**config.mk**
```make
export PLATFORM = sky130hd
export DESIGN_NAME = step_select_ctrl
export DESIGN_NICKNAME = d
export VERILOG_FILES = /design/src/rtl/step_select_ctrl.sv
export SDC_FILE = /design/constraint.sdc
export NUM_CORES = 1
export LEC_CHECK = 0
export CORE_MARGIN = 4
export CORE_UTILIZATION = 46
export DETAILED_ROUTE_END_ITERATION = 10
export GPL_TIMING_DRIVEN = 1
export SYNTH_ARGS = -nofsm -noshare
export SYNTH_HDL_FRONTEND = slang
export SYNTH_SLANG_ARGS = --single-unit
```
**constraint.sdc**
```tcl
create_clock -name clk -period 2.7 [get_ports clk]
set_clock_uncertainty 0.1 [all_clocks]
set_input_delay 0.81 -clock clk [delete_from_list [all_inputs] [get_ports clk]]
set_output_delay 0.81 -clock clk [all_outputs]
set_load 0.02 [all_outputs]
```
**src/rtl/step_select_ctrl.sv**
```systemverilog
// Manual/auto step controller: debounces the mode and step buttons and drives the display mux select and register enable.
// Optional build macro STEP_COUNT_EN adds an 8-bit step_count output that counts reg_en pulses.
module step_select_ctrl #(
  parameter int DIV_COUNT       = 50000000,
  parameter int DEBOUNCE_CYCLES = 1000000,
  parameter int CNT_W           = 26
) (
  input  logic       clk,
  input  logic       reset,
  input  logic       mode_btn,
  input  logic       step_btn,
  output logic       select,
  output logic       reg_en,
  output logic       tick_out,
  output logic       mode_led
`ifdef STEP_COUNT_EN
  ,
  output logic [7:0] step_count
`endif
);

  typedef enum logic {
    MANUAL = 1'b0,
    AUTO   = 1'b1
  } state_t;

  localparam int MODE = 0;
  localparam int STEP = 1;

  localparam logic [CNT_W-1:0] DB_LAST   = CNT_W'(DEBOUNCE_CYCLES - 1);
  localparam logic [CNT_W-1:0] TICK_LAST = CNT_W'(DIV_COUNT - 1);

  logic [1:0]       btn_raw;
  logic [1:0]       sync1, sync2;
  logic [1:0]       db, db_q;
  logic [1:0]       press_evt;
  logic [CNT_W-1:0] db_cnt [2];
  logic [CNT_W-1:0] tick_cnt;

  state_t state, state_nx;
  logic   reg_en_nx;

  assign btn_raw = {step_btn, mode_btn};

  // Two-flop synchronizer, debounce and registered rising-edge detect per button.
  always_ff @(posedge clk) begin
    // NOTE: state is updated with non-blocking assignments so every flop samples pre-edge values.
    if (reset) begin
      sync1     <= '0;
      sync2     <= '0;
      db        <= '0;
      db_q      <= '0;
      press_evt <= '0;
      // NOTE: the debounce counters are only two entries, so they are reset explicitly like plain flops.
      for (int i = 0; i < 2; i++) db_cnt[i] <= '0;
    end else begin
      sync1     <= btn_raw;
      sync2     <= sync1;
      db_q      <= db;
      press_evt <= db & ~db_q;
      for (int i = 0; i < 2; i++) begin
        if (sync2[i] == db[i]) begin
          db_cnt[i] <= '0;
        end else if (db_cnt[i] == DB_LAST) begin
          db[i]     <= sync2[i];
          db_cnt[i] <= '0;
        end else begin
          db_cnt[i] <= db_cnt[i] + 1'b1;
        end
      end
    end
  end

  // Auto tick divider: idles at zero outside AUTO, so AUTO entry always starts a full period.
  always_ff @(posedge clk) begin
    if (reset || state != AUTO) begin
      tick_cnt <= '0;
      tick_out <= 1'b0;
    end else if (tick_cnt == TICK_LAST) begin
      tick_cnt <= '0;
      tick_out <= 1'b1;
    end else begin
      tick_cnt <= tick_cnt + 1'b1;
      tick_out <= 1'b0;
    end
  end

  always_comb begin
    // NOTE: defaults first keep every path assigned, so no latch is inferred.
    state_nx  = state;
    reg_en_nx = 1'b0;
    case (state)
      MANUAL: begin
        reg_en_nx = press_evt[STEP];
        if (press_evt[MODE]) state_nx = AUTO;
      end
      AUTO: begin
        reg_en_nx = tick_out;
        if (press_evt[MODE]) state_nx = MANUAL;
      end
      default: state_nx = MANUAL;
    endcase
    // A step arriving right after a mode-change tick would otherwise give back-to-back enables.
    if (reg_en) reg_en_nx = 1'b0;
  end

  always_ff @(posedge clk) begin
    if (reset) begin
      state  <= MANUAL;
      reg_en <= 1'b0;
    end else begin
      state  <= state_nx;
      reg_en <= reg_en_nx;
    end
  end

  assign select   = (state == AUTO);
  assign mode_led = (state == AUTO);

`ifdef STEP_COUNT_EN
  always_ff @(posedge clk) begin
    if (reset)       step_count <= '0;
    else if (reg_en) step_count <= step_count + 8'd1;
  end
`endif

endmodule

```
==> results.py <==
metrics = {
    "die": {
        "start_util_pct": 47.9,
        "rows": 35,
        "core-area_sq_um": 9370,
        "dieArea_sq_um": 11400,
        "die_x_microns": 107,
        "boundaryPins": 8,
        "die_y_microns": 107,
    },
    "run": {
        "maxCapViolations": 0,
    },
    "setup_path": {
        "critPathMaxStageDelay_ps": 660,
        "cp.arrival_ps": 1480,
        "path_max_fanout": 6,
        "cp-start-kind": "flip-flop",
        "crit_chain": "clkdlybuf4s50_1",
        "end_kind": "output pin",
        "crit_family": "buffers and inverters",
        "cp_slowest_cell": "clkdlybuf4s50_1",
        "path_class": "flip-flop to output pin",
        "crit_buf_inv": 1,
        "cp.required_ps": 1790,
    },
    "layout": {
        "nets": 494,
        "drive_above_1_share_pct": 7.11,
        "post-route-util_pct": 54.2,
        "synthToLayoutAreaGrowth_pct": 13.1,
        "antennaDiodeCount": 0,
    },
    "placement": {
        "globalplace.congestion": 0.793,
        "portBuffers": 7,
        "hpwl_mm": 5.40,
    },
    "sta": {
        "drv_slew": 0,
        "finalHoldViolCount": 0,
        "min_period_ps": 2390,
        "rsz0062_at_grt": "false",
        "max-slew-margin-rel_pct": 66.6,
        "worst_pin_slew_ps": 497,
        "finalSetupViolations": 0,
        "fmax_mhz": 419,
        "worst_hold_slack_ps": 276,
        "tns_ps": 0,
        "timing.final.crit_share_pct": 88.3,
    },
    "yosys": {
        "yosys_warnings": 0,
        "synthTopCellsByCount": "nor2_1, edfxtp_1, xor2_1",
        "netlist_area_sq_um": 4490,
        "synth_area_leaders": "edfxtp_1, dfxtp_1, xor2_1, nor2_1, xnor2_1",
        "synth_cells": 424,
        "yosysSeqAreaShare_pct": 52.2,
        "synth_edf_count": 52,
        "async_flop_share_pct": 0,
        "avgSynthCellArea_sq_um": 10.6,
        "synth_cell_types": 40,
        "ys_ff_latch": 91,
        "ys.flop_type": "edfxtp_1",
        "yosysTopAreaCell": "edfxtp_1",
        "synth.top_cell.area_share_pct": 34.8,
        "yosysMostFrequentCell": "nor2_1",
    },
    "power": {
        "p_per_area_nw_per_um2": 501,
        "finalPower_mw": 2.54,
        "p_leak_nw": 1.79,
        "worst_ir_drop_vdd_uv": 265,
    },
    "clocking": {
        "cts_resized": 0,
        "htree_levels": 3,
        "clk_latency_ps": 360,
        "cts_setup_buffers": 0,
        "cts-buffers-inserted": 9,
        "clk_pin_slew_ps": 110,
        "clockBufferDepth": 2,
        "cts.sinks": 91,
        "cts_tree": "built",
        "cts_hold_buf": 0,
        "root_buffer": "clkbuf_8",
    },
    "outcome": {
        "status": "complete, no violations",
    },
    "detailed_routing": {
        "wire_per_inst_microns": 12.0,
        "drt_pass1_iterations": 4,
        "finalWirelength_mm": 7.47,
        "viasPerCell": 4.88,
        "drt_iter0_drc": 101,
        "dr_total_vias": 3031,
        "post-route-drc-count": 0,
        "ant_nets": 0,
    },
    "grt": {
        "grt_max_degree": 27,
        "overflow": 0,
        "antenna_found_initial": 0,
        "grt_pass1_wl_mm": 13.4,
        "grt_pass1_vias": 2987,
        "track_usage_pct": 14.4,
    },
    "hold_path": {
        "min_path_type": "flip-flop to flip-flop",
    },
}
## cells in the final DEF (no fill, tap or decap), types with 6 or more instances in the layout
master	n
nor2_1	88
edfxtp_1	52
conb_1	52
xor2_1	48
dfxtp_1	39
nand3_1	31
nand4_1	24
xnor2_1	24
nand2_1	23
and3_1	13
nor4_1	9
clkbuf_8	9
nor2b_1	8
clkdlybuf4s50_1	7
nor3_1	6
nor4_4	6
## sequential cells by signal, summed over array words and instances (netlist names)
register	cells
mode_led	1
db	2
press_evt	2
sync2	2
sync1	2
db_cnt	52
db_q	2
tick_out	1
tick_cnt	26
reg_en	1
## logic make-up after synthesis
logic type                 share of synthesized area [%]
and+or+nand+nor                                     29.6
DFF                                                 52.2
xor gates and xnor gates                            14.1
buffers and inverters                               2.04
adders and majority gates                          0.837
AOI/OAI and AO/OA                                  0.530
muxes                                              0.669
other                                             0.0836
## through the flow
stage / cell area, sq um / cells / setup slack [ps]
finish: 5070 / 621 / 315
global route: 5070 / 621 / 218
CTS: 5070 / 621 / 276
detailed placement: 4870 / 605 / 343
global placement: 4870 / 605 / 391
floorplan: 4680 / 475 / 709
## power by group
group	leakage, nW	internal, mW	switching [mW]
sequential	0.851	1.50	0.0426
combinational	0.832	0.0335	0.0433
clock	0.103	0.370	0.554
total	1.79	1.90	0.640
## path summary, 6_finish.rpt
check             cells past startpoint                          to                       start  slack (ps)
hold / removal                        1     press_evt[0]$_SDFF_PP0_          db_q[0]$_SDFF_PP0_         280
setup reg to reg                      7  db_cnt[1][6]$_SDFFCE_PN0P_  db_cnt[1][0]$_SDFFCE_PN0P_         450
setup / recovery                      1                    mode_led         mode_led$_SDFF_PP0_         310
hold reg to reg                       1     press_evt[0]$_SDFF_PP0_          db_q[0]$_SDFF_PP0_         280
## metal layers
layer,track usage [%],share of wire [%],vias to the layer above
met2,24.8,49,22
met4,5.48,1.6,0
met3,2.17,1.6,10
li1,-,-,1576
met1,18.4,48,1423
met5,0,0,-
## worst register-to-register path: cells and delay by family, from the launching register on
kind	cells	cell delay, ps
fa+ha+maj	1	220
buf+inv	1	270
flops	1	410
simple gates	5	1020
## layout make-up
cell class / instances / area [sq um]
Multi-Input combinational cell: 369 / 2240
Fill cell: 867 / 4300
Clock inverter: 7 / 81.3
Inverter: 4 / 15.0
Timing Repair Buffer: 12 / 108
Tap cell: 129 / 161
Clock buffer: 9 / 124
Sequential cell: 91 / 2340
Note: power is estimated with default switching activity, not from simulation.
